===== src/rtl/dds_pkg.sv =====
// dds_pkg: shared types and constants for the DDS output path.
// DAC command-frame fields and the SPI transmitter state type.
package dds_pkg;

  localparam logic CH_A   = 1'b0;
  localparam logic CH_B   = 1'b1;
  localparam logic BUF    = 1'b0;
  localparam logic GA_N   = 1'b1;
  localparam logic SHDN_N = 1'b1;

  localparam int FRAME_W = 16;
  localparam int DAC_DW  = 12;

  typedef enum logic [2:0] {
    IDLE,
    FRAME_A,
    GAP,
    FRAME_B,
    LATCH,
    DONE
  } dac_tx_state_t;

  // Assemble one command word: {ch, BUF, GA_n, SHDN_n, data}.
  function automatic logic [FRAME_W-1:0] dac_frame(
    input logic              ch,
    input logic [DAC_DW-1:0] data
  );
    return {ch, BUF, GA_N, SHDN_N, data};
  endfunction

endpackage


===== src/rtl/spi_tick_gen.sv =====
// spi_tick_gen: SCLK half-period divider for dac_spi_tx.
// clr restarts the count so the first tick is CLK_DIV cycles later.
module spi_tick_gen #(
  parameter int CLK_DIV = 2
) (
  input  logic clk,
  input  logic rst_n,
  input  logic clr,
  input  logic en,
  output logic tick
);

  localparam int CW = $clog2(CLK_DIV + 1);
  localparam logic [CW-1:0] RELOAD = CW'(CLK_DIV - 1);

  logic [CW-1:0] cnt_q;
  logic [CW-1:0] cnt_d;

  // Count down to zero, reload on every half-period boundary.
  always_comb begin
    cnt_d = cnt_q;
    if (clr) begin
      cnt_d = RELOAD;
    end else if (en) begin
      if (cnt_q == '0) begin
        cnt_d = RELOAD;
      end else begin
        cnt_d = cnt_q - 1'b1;
      end
    end
  end

  // Divider count register.
  always_ff @(posedge clk or negedge rst_n) begin
    if (!rst_n) begin
      cnt_q <= RELOAD;
    end else begin
      cnt_q <= cnt_d;
    end
  end

  assign tick = en && (cnt_q == '0);

endmodule


===== src/rtl/dac_spi_tx.sv =====
// dac_spi_tx: sends two 16-bit MCP4922-style frames, then pulses LDAC.
// Define DAC_SPI_TX_SIGNED_EN for two's-complement sample inputs.
module dac_spi_tx
  import dds_pkg::*;
#(
  parameter int DW      = 12,
  parameter int CLK_DIV = 2
) (
  input  logic          clk,
  input  logic          rst_n,
  input  logic          start,
  input  logic [DW-1:0] sample_a,
  input  logic [DW-1:0] sample_b,
  output logic          busy,
  output logic          done,
  output logic          sclk,
  output logic          mosi,
  output logic          cs_n,
  output logic          ldac_n
);

  localparam int SW = 2 * FRAME_W;

  dac_tx_state_t state_q, state_d;

  logic [SW-1:0] sh_q, sh_d;
  logic [3:0]    bit_q, bit_d;
  logic          sclk_q, sclk_d;
  logic          mosi_q, mosi_d;
  logic          cs_n_q, cs_n_d;
  logic          ldac_n_q, ldac_n_d;
  logic          busy_q, busy_d;
  logic          done_q, done_d;

  logic          tick;
  logic          accept;
  logic          tick_en;
  logic [DW-1:0] data_a;
  logic [DW-1:0] data_b;

`ifdef DAC_SPI_TX_SIGNED_EN
  assign data_a = {~sample_a[DW-1], sample_a[DW-2:0]};
  assign data_b = {~sample_b[DW-1], sample_b[DW-2:0]};
`else
  assign data_a = sample_a;
  assign data_b = sample_b;
`endif

  assign accept = start &&
                  (state_q == IDLE || state_q == DONE);
  assign tick_en = (state_q != IDLE) &&
                   (state_q != DONE);

  spi_tick_gen #(
    .CLK_DIV(CLK_DIV)
  ) u_tick (
    .clk  (clk),
    .rst_n(rst_n),
    .clr  (accept),
    .en   (tick_en),
    .tick (tick)
  );

  // Next-state and output logic; all outputs come from flops.
  always_comb begin
    state_d  = state_q;
    sh_d     = sh_q;
    bit_d    = bit_q;
    sclk_d   = sclk_q;
    mosi_d   = mosi_q;
    cs_n_d   = cs_n_q;
    ldac_n_d = ldac_n_q;
    busy_d   = busy_q;
    done_d   = 1'b0;
    unique case (state_q)
      IDLE, DONE: begin
        busy_d  = 1'b0;
        state_d = IDLE;
        if (start) begin
          state_d = FRAME_A;
          sh_d    = {dac_frame(CH_A, data_a),
                     dac_frame(CH_B, data_b)};
          mosi_d  = sh_d[SW-1];
          bit_d   = 4'd15;
          sclk_d  = 1'b0;
          cs_n_d  = 1'b0;
          busy_d  = 1'b1;
        end
      end
      FRAME_A, FRAME_B: begin
        if (tick) begin
          if (!sclk_q) begin
            sclk_d = 1'b1;
          end else begin
            sclk_d = 1'b0;
            sh_d   = sh_q << 1;
            if (bit_q == 4'd0) begin
              cs_n_d = 1'b1;
              mosi_d = 1'b0;
              if (state_q == FRAME_A) begin
                state_d = GAP;
              end else begin
                state_d  = LATCH;
                ldac_n_d = 1'b0;
              end
            end else begin
              bit_d  = bit_q - 1'b1;
              mosi_d = sh_q[SW-2];
            end
          end
        end
      end
      GAP: begin
        if (tick) begin
          state_d = FRAME_B;
          cs_n_d  = 1'b0;
          bit_d   = 4'd15;
          mosi_d  = sh_q[SW-1];
        end
      end
      LATCH: begin
        if (tick) begin
          state_d  = DONE;
          ldac_n_d = 1'b1;
          busy_d   = 1'b0;
          done_d   = 1'b1;
        end
      end
      default: begin
        state_d = IDLE;
      end
    endcase
  end

  // State, shifter and output registers; reset aborts any frame.
  always_ff @(posedge clk or negedge rst_n) begin
    if (!rst_n) begin
      state_q  <= IDLE;
      sh_q     <= '0;
      bit_q    <= 4'd0;
      sclk_q   <= 1'b0;
      mosi_q   <= 1'b0;
      cs_n_q   <= 1'b1;
      ldac_n_q <= 1'b1;
      busy_q   <= 1'b0;
      done_q   <= 1'b0;
    end else begin
      state_q  <= state_d;
      sh_q     <= sh_d;
      bit_q    <= bit_d;
      sclk_q   <= sclk_d;
      mosi_q   <= mosi_d;
      cs_n_q   <= cs_n_d;
      ldac_n_q <= ldac_n_d;
      busy_q   <= busy_d;
      done_q   <= done_d;
    end
  end

  assign busy   = busy_q;
  assign done   = done_q;
  assign sclk   = sclk_q;
  assign mosi   = mosi_q;
  assign cs_n   = cs_n_q;
  assign ldac_n = ldac_n_q;

endmodule


===== config.mk =====
export PLATFORM = sky130hd
export DESIGN_NAME = dac_spi_tx
export DESIGN_NICKNAME = d
export VERILOG_FILES = /design/src/rtl/dds_pkg.sv /design/src/rtl/spi_tick_gen.sv /design/src/rtl/dac_spi_tx.sv
export SDC_FILE = /design/constraint.sdc
export NUM_CORES = 1
export LEC_CHECK = 0
export CAP_MARGIN = 20
export CORE_MARGIN = 1.5
export CORE_UTILIZATION = 49
export CTS_CLUSTER_DIAMETER = 40
export DETAILED_ROUTE_END_ITERATION = 7
export PLACE_DENSITY_LB_ADDON = 0.05
export REMOVE_ABC_BUFFERS = 1
export SLEW_MARGIN = 10
export SYNTH_ARGS = -nofsm -noshare
export SYNTH_HDL_FRONTEND = slang
export SYNTH_HIERARCHICAL = 1
export SYNTH_SLANG_ARGS = --single-unit

===== constraint.sdc =====
create_clock -name clk -period 2.08 [get_ports clk]
set_input_delay 0.416 -clock clk [delete_from_list [all_inputs] [get_ports clk]]
set_output_delay 0.416 -clock clk [all_outputs]
set_load 0.01 [all_outputs]

After elaboration in Yosys (flattened, before gate mapping)

Index checks and enable logic that the tools add are counted.

Register bits: 47
Input port bits: 27
Output and inout port bits: 6
Logic and storage cells: 94

Add/subtract/negate cells: 2
Eq/ne operators: 14
Mux-type cells: 45
Reductions and logical operators: 23

Operator list:

| cell                  | number |
|---|---|
| $mux W32              | 3 |
| $pmux W32 S2          | 1 |
| $mux W1               | 20 |
| $mux W4               | 5 |
| $mux W3               | 6 |
| $reduce_and A6 Y1     | 3 |
| $ne A2 B2 Y1 const B  | 8 |
| $pmux W3 S4           | 1 |
| $pmux W4 S3           | 1 |
| $reduce_and A5 Y1     | 2 |
| $reduce_bool A2 Y1    | 4 |
| $eq A3 B2 Y1 const B  | 2 |
| $eq A3 B3 Y1 const B  | 2 |
| $mux W2               | 3 |
| $pmux W1 S2           | 3 |
| $pmux W1 S3           | 2 |
| $reduce_bool A3 Y1    | 2 |
| $logic_not A4 Y1      | 1 |
| $reduce_and A4 Y1     | 1 |
| $reduce_or A2 Y1      | 2 |
| $sub A4 B1 Y4 const B | 1 |
| $eq A3 B1 Y1 const B  | 1 |
| $logic_and A1 B1 Y1   | 3 |
| $logic_not A3 Y1      | 1 |
| other kinds (6)       | 6 |

Longest topological paths before layout

Gate-level depths: netlist (run 1).

Word-level depth: 6
Mapped depth: 10
Depth with buffers taken out: 8

By module

Netlist (run 1), hierarchy kept.

By module, submodules not included:

| module       | instances | cells each | area each (µm²) | sequential area each (µm²) |
|---|---|---|---|---|
| dac_spi_tx   | 1         | 225        | 2213.4          | 1128.6 |
| spi_tick_gen | 1         | 7          | 91.3            | 51.3 |

Worst setup path after synthesis (run 1)

Ideal clock, no wire load.

Path kind: reg-to-reg
From: register state_q[2]
To: register sh_q[1]
Library setup time: 0.133 ns
Arrival: 1.862 ns
Required time: 1.947 ns
Slack: 0.085 ns
Stages on the path, launching flop included: 9
Buffers on the path: 1
Clock period less this slack: 1.995 ns
Cells stage by stage: dfrtp_1 -> xnor2_1 -> nand2_1 -> nor2b_4 -> nor2b_1 -> and4b_1 -> a31oi_4 -> clkbuf_1 -> o21ai_0

Word-level cells in the longest chain between the ends: 5
Elaborated cells on any way between the ends: 16
Those cells by class: eq/ne: 7; mux: 1; reduce/logical: 8

RTL lines:

| element                                                   | RTL line                           | source |
|---|---|---|
| start: declaration                                        | dac_spi_tx.sv:24                   | `dac_tx_state_t state_q, state_d;` |
| start signal: assignment                                  | dac_spi_tx.sv:148                  | `state_q <= state_d;` |
| $ne A3 B3 Y1 / $reduce_bool A3 Y1 (equally long branches) | dac_spi_tx.sv:52, dac_spi_tx.sv:51 |  |
| $logic_and A1 B1 Y1 *                                     | dac_spi_tx.sv:51                   | `assign tick_en = (state_q != IDLE) &&` |
| via tick_en                                               | dac_spi_tx.sv:37                   | `logic tick_en;` |
| $logic_and A1 B1 Y1 *                                     | spi_tick_gen.sv:42                 | `assign tick = en && (cnt_q == '0);` |
| via tick                                                  | dac_spi_tx.sv:35                   | `logic tick;` |
| $ne A2 B2 Y1 (no source line) *                           | --                                 |  |
| $reduce_and A4 Y1 (no source line) *                      | --                                 |  |
| end signal: assignment                                    | dac_spi_tx.sv:139                  | `sh_q <= '0;` |
| end signal: assignment                                    | dac_spi_tx.sv:149                  | `sh_q <= sh_d;` |
| end: declaration                                          | dac_spi_tx.sv:26                   | `logic [SW-1:0] sh_q, sh_d;` |

The timed path passes the listed nets; every way through them passes the cells marked *.
A chain may end at the register's enable or synchronous reset.

Final worst setup path (run 1)

From: register state_q[0]
To: register bit_q[1]

Word-level cells in the longest chain between the ends: 5
Elaborated cells on any way between the ends: 19
Those cells by class: eq/ne: 10; mux: 1; reduce/logical: 8

RTL lines:

| element                                                   | RTL line                           | source |
|---|---|---|
| $ne A3 B3 Y1 / $reduce_bool A3 Y1 (equally long branches) | dac_spi_tx.sv:52, dac_spi_tx.sv:51 |  |
| $logic_and A1 B1 Y1 *                                     | dac_spi_tx.sv:51                   |  |
| via tick_en                                               | dac_spi_tx.sv:37                   |  |
| $logic_and A1 B1 Y1 *                                     | spi_tick_gen.sv:42                 |  |
| via tick                                                  | dac_spi_tx.sv:35                   |  |
| $ne A2 B2 Y1 (no source line)                             | --                                 |  |
| $reduce_and A6 Y1 (no source line) *                      | --                                 |  |
| end signal: assignment                                    | dac_spi_tx.sv:150                  | `bit_q <= bit_d;` |
| end: declaration                                          | dac_spi_tx.sv:27                   | `logic [3:0] bit_q, bit_d;` |

Marks and branches as above.

==> impl_metrics.yaml, run 1 <==
status:
  status: "finished clean"
worst_setup_path:
  max_stage_delay_ns: 0.39
  required_ns: 2.27
  end_kind: "flip-flop"
  start_kind: "flip-flop"
  reg2reg_slack_ns: 0.15
  path_cells: "xnor2_1 > nand2_1 > nor2b_4 > nor2b_2 > buf_4 > nand2b_1 > a21oi_1 > o21ai_2 > mux2_2"
  path_max_fanout: 9
  arrival_ns: 2.12
  critical_path.slowest_cell: "dfrtp_1"
  worstSetupPathType: "flip-flop to flip-flop"
route:
  drc_errors: 0
  wl_per_cell_um: 13.3
  drt-pass1-iter-count: 6
  viasPerCell: 5.37
  vias: 1724
  postRouteWirelength_mm: 4.26
  first_iter_violations: 120
  antenna_left: 0
timing:
  rsz0062_at_grt: "no"
  finalMaxSlewViolations: 0
  hold_violations: 0
  fin_crit_ns: 1.93
  finalCritPeriodShare_pct: 92.9
  tightest_slew_ns: 0.570
  max_slew_margin_pct: 61.9
  holdWs_ns: 0.100
  setup_violations: 0
  skew_ns: 0.00848
  fmax_mhz: 517
  finalSetupTns_ns: 0
logic_synthesis:
  synth_compound_area_share_pct: 15.3
  synth_edf_count: 0
  synth-simple-area-share_pct: 14.9
  async_flop_share_pct: 100
  yosys.area.top_type: "dfrtp_1"
  yosysSeqAreaShare_pct: 51.2
  yosys_warnings: 6
  ys.flop_type: "dfrtp_1"
  synth_cell_types: 45
  yosys-top-cells-count: "dfrtp_1, nand2_1, o21ai_0"
  ys_ff_latch: 47
  synthXorXnorAreaFrac_pct: 1.52
  synth_cells: 232
  synth_area_um2: 2300
  synthMuxAreaShare_pct: 10.9
  synth_top_cells_by_area: "dfrtp_1, mux2i_1, o21ai_0"
  synth_top_family_by_area: "compound AO/OA/AOI/OAI gates"
  syn-mean-instance-area_um2: 9.93
  synth_most_common_cell: "dfrtp_1"
  synth_fa_ha_area_share_pct: 0.543
  synth_top_area_share_pct: 47.8
placed_design:
  gp_congestion: 0.818
  port-buffer-count: 32
  dp_hpwl_mm: 2.94
clock_tree:
  post-cts-setup-buffers: 0
  cts.sinks: 47
  htree_num_levels: 2
  clockRootBuffer: "clkbuf_8"
  path_clk_slew_ns: 0.09
  clockBufferDepth: 2
  clkLatencyLatePin_ns: 0.30
  cts_tree: "built"
  cts-buffers-inserted: 5
die:
  die_h_um: 71.6
  io_pins: 33
  initial_core_util_pct: 51.9
  rows: 24
  fp.coreArea_um2: 4440
  die_x_um: 71.6
  fp.dieArea_um2: 5120
pwr:
  vdd_drop_max_mv: 0.349
  leakage_nw: 1.17
  power_density_nw_per_um2: 543
cells_and_area:
  n_antenna_cell: 0
  drive_gt1_share_pct: 11.5
  area_growth_pct: 21.9
  nNetsFinal: 296
grt:
  grt_max_degree: 62
  track_usage_pct: 19.4
  antenna_found_initial: 0
  grt_pass1_wl_mm: 7.70
  grt_pass1_vias: 1662
  grt_overflow_total: 0
hold_path:
  hold_class: "input port to async pin"
run:
  drv_cap: 0
==> final timing paths <==
check                      cells past startpoint                          end                    from
max reg2reg                                    9         bit_q[1]$_DFFE_PN0P_  state_q[0]$_DFFE_PN0P_
min                                            1         sh_q[22]$_DFFE_PN0P_                   rst_n
max                                            9         bit_q[1]$_DFFE_PN0P_  state_q[0]$_DFFE_PN0P_
min reg2reg                                    2         sh_q[31]$_DFFE_PN0P_    sh_q[31]$_DFFE_PN0P_
min in group clk                               2         sh_q[31]$_DFFE_PN0P_    sh_q[31]$_DFFE_PN0P_
max in group asynchronous                      2  u_tick/cnt_q[0]$_DFFE_PN1P_                   rst_n
==> metrics by stage <==
stage	utilization, %	worst slack [ns]	std cells	cell area (µm²)	power [mW]
floorplan	-	-0.599	216	2220	0.933
global placement	61.3	0.188	313	2730	1.01
detailed placement	61.3	0.139	313	2730	1.01
CTS	63.1	0.138	321	2810	1.55
global route	63.2	0.00402	321	2810	1.60
finish	63.2	0.147	321	2810	1.53
==> layer usage <==
layer	track usage [%]	share of wire (%)
met3	6.05	4.5
met1	25.8	46
met2	30.9	48
met5	0	0
met4	5.24	0.89
==> sequential cells by signal (all words and copies together), names as in the netlist, 2 cells and up <==
name	flops
sh_q	32
u_tick/cnt_q	2
bit_q	4
state_q	3
==> critical path, delay by kind of cell, from the launching register on <==
family                    cells  cell delay [ns]
buffers and inverters         1             0.16
AOI/OAI and AO/OA             2             0.26
xor gates and xnor gates      1             0.19
and+or+nand+nor               4             0.47
muxes                         1             0.36
DFF                           1             0.39
==> what timing repair did <==
item,CTS,global route
endpoints found under the hold margin,0,0
hold buffers,0,0
endpoints found under the setup margin,0,1
resized for setup,0,1
==> cell type report <==
class,instances,area [µm²]
Fill cell,396,1640
Sequential cell,47,1180
Clock buffer,7,76.3
Multi-Input combinational cell,157,1000
Inverter,12,45.0
Timing Repair Buffer,45,438
Tap cell,52,65.1
Clock inverter,1,5.00
==> placed cells by master, fill, tap and decap left out, types with 4 or more instances in the layout <==
cell type / n
a21oi_1: 12
buf_4: 11
clkbuf_8: 5
clkdlybuf4s50_1: 31
dfrtp_1: 44
inv_1: 12
mux2i_1: 24
nand2_1: 36
nor2_1: 4
nor3_1: 6
o21ai_0: 31
==> where the power goes <==
part           leakage, nW  internal (mW)  switching [mW]
clock network       0.0422          0.236           0.302
logic                0.531         0.0474          0.0261
registers            0.593          0.913               0
total                 1.17           1.20           0.328
==> kinds of logic after synthesis <==
kind of cell               after synthesis
and+or+nand+nor                         68
AOI/OAI and AO/OA                       59
DFF                                     47
buffers and inverters                   28
muxes                                   25
xor gates and xnor gates                 4
adders and majority gates                1
(Power assumes the default switching activity.)
==> run 2: changes to the inputs <==
CORE_UTILIZATION = 58   (was 49)
PLACE_DENSITY = 0.84   (was unset)
PLACE_DENSITY_LB_ADDON = unset   (was 0.05)
clock period = 2.4 ns   (was 2.08 ns; I/O delays follow)
==> run 2 against run 1 <==
Net effect:
- hold slack better by 0.012 ns
- combinational power down 17%
- highest routed layer unchanged
- sequential power down 13%
- critical path type unchanged
- non-clock buffer count down 5
- die area down 15%
- clock-buffer cell count unchanged
==> impl_metrics.yaml, run 2 (synthesis results as in run 1) <==
status:
  status: "finished clean"
cells_and_area:
  mostFrequentLayoutCells: "dfrtp_1, nand2_1, o21ai_0, clkdlybuf4s50_1, mux2i_1"
  n_antenna_cell: 0
  top_regs: "sh_q (32), bit_q (4), state_q (3)"
  drive_gt1_share_pct: 9.47
  nNetsFinal: 291
  fin_area_um2: 2780
  largest_reg_flops: 32
  layout_commonest_cell: "dfrtp_1"
  area_growth_pct: 20.5
  top_register: "sh_q"
grt:
  grt_overflow_total: 0
  grt_max_degree: 62
  grt_pass1_vias: 1774
  grt_pass1_wl_mm: 7.85
  track_usage_pct: 24.1
  antenna_found_initial: 0
placed_design:
  port-buffer-count: 32
  gp_congestion: 0.861
  placed_area_um2: 2670
  dp_hpwl_mm: 3.10
die:
  rows: 22
  initial_core_util_pct: 61.6
  io_pins: 33
  die_h_um: 66.0
  fp.coreArea_um2: 3740
  die_x_um: 66.0
  fp.dieArea_um2: 4360
timing:
  fmax_mhz: 459
  fin_crit_ns: 2.18
  hold_violations: 0
  rsz0062_at_grt: "no"
  max_slew_margin_pct: 63.2
  finalCritPeriodShare_pct: 90.7
  tightest_slew_ns: 0.551
  finalMaxSlewViolations: 0
  skew_ns: 0.00693
  setup_violations: 0
run:
  drv_cap: 0
clock_tree:
  clkLatencyLatePin_ns: 0.30
  ctsHoldBuffers: 0
  clockBufferDepth: 2
  ctsResizeCount: 0
  post-cts-setup-buffers: 0
  htree_num_levels: 2
  clockRootBuffer: "clkbuf_8"
  cts-buffers-inserted: 5
  path_clk_slew_ns: 0.08
  cts_tree: "built"
  cts.sinks: 47
pwr:
  switchingPower_mw: 0.271
  leakage_nw: 1.15
  p_int_mw: 1.14
  p_comb_share_pct: 4.3
  total_power_mw: 1.41
  power_frac_clock_pct: 39.7
  sequentialPowerShare_pct: 56.0
  power_density_nw_per_um2: 509
  vdd_drop_max_mv: 0.419
  swShare_pct: 19.2
worst_setup_path:
  path_max_fanout: 13
  reg2reg_slack_ns: 0.22
  required_ns: 2.58
  path_cells: "xnor2_1 > nand2_1 > nor2b_4 > nor2b_1 > buf_4 > nand2b_1 > a21oi_1 > o21ai_2 > mux2_2"
  worstSetupPathType: "flip-flop to flip-flop"
  max_stage_delay_ns: 0.52
  path_delay_family: "flip-flops"
  critical_path.slowest_cell: "dfrtp_1"
  rr_endpoint: "bit_q[1]$_DFFE_PN0P_"
  start_kind: "flip-flop"
  regToRegStartpoint: "state_q[0]$_DFFE_PN0P_"
  ff2ff_path_depth: 9
  cp_num_buf_inv: 1
  arrival_ns: 2.36
  end_kind: "flip-flop"
route:
  drc_errors: 0
  viasPerCell: 5.64
  postRouteWirelength_mm: 4.32
  antenna_left: 0
  wl_per_cell_um: 13.9
  drt-pass1-iter-count: 4
  first_iter_violations: 108
  vias: 1761
hold_path:
  hold_class: "input port to async pin"
run 2: cell count changes in the layout (fill, tap and decap cells not counted), sizes merged:
| cell | delta |
|---|---|
| buf | -5 |
| bufinv | +1 |
| clkinv | -1 |
run 2: cell type report:
class | instances | area (µm²)
Clock buffer | 7 | 76.3
Clock inverter | 1 | 30.0
Fill cell | 279 | 967
Inverter | 12 | 45.0
Multi-Input combinational cell | 157 | 997
Sequential cell | 47 | 1180
Tap cell | 48 | 60.1
Timing Repair Buffer | 40 | 388
run 2: how the worst max path moves through the flow:
stage	start	endpoint	cells past startpoint
6_report	state_q[0]$_DFFE_PN0P_	bit_q[1]$_DFFE_PN0P_	9
5_1_grt	state_q[0]$_DFFE_PN0P_	bit_q[2]$_DFFE_PN0P_	9
4_1_cts	state_q[0]$_DFFE_PN0P_	bit_q[1]$_DFFE_PN0P_	9
3_5_place_dp	state_q[0]$_DFFE_PN0P_	bit_q[1]$_DFFE_PN0P_	9
3_3_place_gp	state_q[0]$_DFFE_PN0P_	bit_q[1]$_DFFE_PN0P_	9
2_1_floorplan	state_q[2]$_DFFE_PN0P_	sh_q[10]$_DFFE_PN0P_	7
run 2: metrics by stage:
stage / std cells / TNS (ns) / setup slack (ns) / hold WS [ns] / utilization (%)
5_1_grt: 312 / 0 / 0.0460 / 0.145 / 74.2
4_1_cts: 312 / 0 / 0.242 / 0.118 / 74.2
3_5_place_dp: 304 / 0 / 0.277 / 0.444 / 71.3
3_3_place_gp: 304 / 0 / 0.363 / 0.442 / 71.3
2_1_floorplan: 216 / -8.27 / -0.279 / 0.184 / -
6_report: 312 / 0 / 0.223 / 0.112 / 74.2
run 2: per-layer routing:
metal / up-vias / track usage (%) / part of all wire (%) / routed length [µm]
li1: 856 / - / - / -
met2: 36 / 40.5 / 50 / 2170
met4: 0 / 10.5 / 2.3 / 101
met5: - / 0 / 0 / 0
met1: 857 / 30.4 / 44 / 1910
met3: 12 / 4.77 / 3.2 / 139
run 2: worst reg2reg max path: cells and delay by family (launching register included):
family	cells	cell delay (ns)
xor+xnor	1	0.26
mux	1	0.36
simple gates	4	0.45
buf+inv	1	0.18
flops	1	0.52
compound gates	2	0.30
run 2: power groups by stage:
stage	clock, mW	sequential (mW)	combinational, mW
after global routing	0.599	0.791	0.0676
after global placement	0	0.807	0.0620
after floorplan	0	0.807	0.00136
final	0.560	0.791	0.0613
after detailed placement	0	0.807	0.0625
after CTS	0.573	0.791	0.0628
==> run 3: changes to the inputs <==
CTS_CLUSTER_SIZE = 14   (was unset)
PLACE_DENSITY = 0.94   (was 0.84)
SETUP_SLACK_MARGIN = 0.5   (was unset)
==> run 3 against run 2 <==
Net effect:
- global-route usage rose by 5.6 points
- sequential power barely moved
- combinational power rose by 3.4%
- highest routed layer unchanged
- largest power group unchanged
==> impl_metrics.yaml, run 3 (synthesis results as in run 1) <==
die:
  initial_core_util_pct: 61.6
  io_pins: 33
  die_x_um: 66.0
  rows: 22
  fp.coreArea_um2: 3740
  die_h_um: 66.0
  fp.dieArea_um2: 4360
route:
  first_iter_violations: 295
  vias: 2088
  drt-pass1-iter-count: 5
  wl_per_cell_um: 20.8
  antenna_left: 0
  drc_errors: 0
  viasPerCell: 6.27
  postRouteWirelength_mm: 6.93
cells_and_area:
  layout_commonest_cell: "dfrtp_1"
  area_growth_pct: 40.9
  top_register: "sh_q"
  finish.utilization_pct: 86.7
  largest_reg_flops: 32
  layout.cells.non_filler: 333
  mostFrequentLayoutCells: "dfrtp_1, clkdlybuf4s50_1, mux2i_1"
  nNetsFinal: 312
  fin_area_um2: 3250
  n_antenna_cell: 0
  drive_gt1_share_pct: 32.3
  top_regs: "sh_q (32), bit_q (4), state_q (3)"
clock_tree:
  htree_num_levels: 2
  clkLatencyLatePin_ns: 0.31
  clockRootBuffer: "clkbuf_8"
  cts.sinks: 47
  path_clk_slew_ns: 0.09
  cts-buffers-inserted: 5
  ctsHoldBuffers: 0
  cts_tree: "built"
  clockBufferDepth: 2
placed_design:
  dp_hpwl_mm: 3.27
  dp.cells: 304
  place_ws_ns: 0.193
  placed_area_um2: 2670
  port-buffer-count: 32
  gp_congestion: 0.965
worst_setup_path:
  arrival_ns: 2.24
  worstSetupPathType: "flip-flop to flip-flop"
  critical_path.slowest_cell: "dfrtp_1"
  path_cells: "xnor2_2 > nand2_2 > nor2b_4 > nor2b_4 > and4b_2 > a31oi_4 > buf_6 > clkbuf_16 > nand2_2 > o31ai_2"
  endpoint: "sh_q[14]$_DFFE_PN0P_"
  worstSetupStartpoint: "state_q[2]$_DFFE_PN0P_"
  ff2ff_path_depth: 10
  start_kind: "flip-flop"
  required_ns: 2.61
  path_max_fanout: 7
  reg2reg_slack_ns: 0.37
  end_kind: "flip-flop"
  max_stage_delay_ns: 0.44
  regToRegStartpoint: "state_q[2]$_DFFE_PN0P_"
  rr_endpoint: "sh_q[14]$_DFFE_PN0P_"
grt:
  grt_max_degree: 27
  grt_overflow_total: 0
  grt_pass1_vias: 1926
  grt_pass1_wl_mm: 9.61
  track_usage_pct: 29.7
  antenna_found_initial: 0
timing:
  setup_violations: 0
  finalMaxSlewViolations: 0
  holdWs_ns: 0.165
  hold_violations: 0
  fin_crit_ns: 2.03
  finalCritPeriodShare_pct: 84.4
  finalSetupTns_ns: 0
  skew_ns: 0.00682
  worst_slack_ns: 0.374
  tightest_slew_ns: 0.590
  rsz0062_at_grt: "yes"
  max_slew_margin_pct: 60.6
  fmax_mhz: 493
pwr:
  power_density_nw_per_um2: 407
  total_power_mw: 1.32
  vdd_drop_max_mv: 0.412
  leakage_nw: 1.34
hold_path:
  hold_class: "input port to async pin"
run:
  drv_cap: 0
status:
  status: "finished clean"
==> run 3: cell types whose count changed in the layout (fill, tap and decap cells not counted), sizes merged <==
cell    before  now
buf          9   27
clkbuf       7   10
bufinv       1    0
clkinv       0    1
==> run 3: cell type report <==
cell class / instances / area (µm²)
Multi-Input combinational cell: 157 / 1200
Clock inverter: 1 / 5.00
Fill cell: 178 / 497
Inverter: 12 / 47.5
Tap cell: 48 / 60.1
Sequential cell: 47 / 1180
Timing Repair Buffer: 61 / 673
Clock buffer: 7 / 76.3
==> run 3: power by group <==
part | switching (mW) | internal [mW]
clock network | 0.263 | 0.205
logic | 0.0243 | 0.0391
registers | 0 | 0.791
==> run 3: timing repair <==
action | in CTS | in global routing
pin swaps | 4 | 21
setup buffers | 9 | 6
gates resized for setup | 22 | 65
setup endpoints to repair | 42 | 41
gates cloned | 3 | 3
==> run 3: worst min-delay path by stage <==
| stage | from | end | cells after the start | slack [ns] |
|---|---|---|---|---|
| after floorplan | rst_n | bit_q[0]$_DFFE_PN0P_ | 0 | 0.18 |
| after detailed placement | sh_q[31]$_DFFE_PN0P_ | sh_q[31]$_DFFE_PN0P_ | 2 | 0.46 |
| final | rst_n | sh_q[31]$_DFFE_PN0P_ | 1 | 0.17 |
| after global routing | rst_n | sh_q[24]$_DFFE_PN0P_ | 1 | 0.20 |
| after global placement | sh_q[31]$_DFFE_PN0P_ | sh_q[31]$_DFFE_PN0P_ | 2 | 0.45 |
| after CTS | rst_n | sh_q[24]$_DFFE_PN0P_ | 1 | 0.17 |
==> run 3: critical path: cells and delay by family, from the launching register on <==
family / cells / cell delay, ns
buffers and inverters: 2 / 0.36
AO/OA/AOI/OAI: 2 / 0.29
XOR/XNOR: 1 / 0.19
flip-flops: 1 / 0.44
AND/OR/NAND/NOR: 5 / 0.64
==> run 3: routing by layer <==
metal | track usage [%] | share of wire (%) | up-vias | wire, µm
met5 | 0 | 0 | - | 0
met4 | 13.5 | 4.5 | 0 | 315
met3 | 4.26 | 5.6 | 30 | 389
met2 | 51.1 | 50 | 125 | 3430
met1 | 36.9 | 40 | 1028 | 2790
li1 | - | - | 905 | -
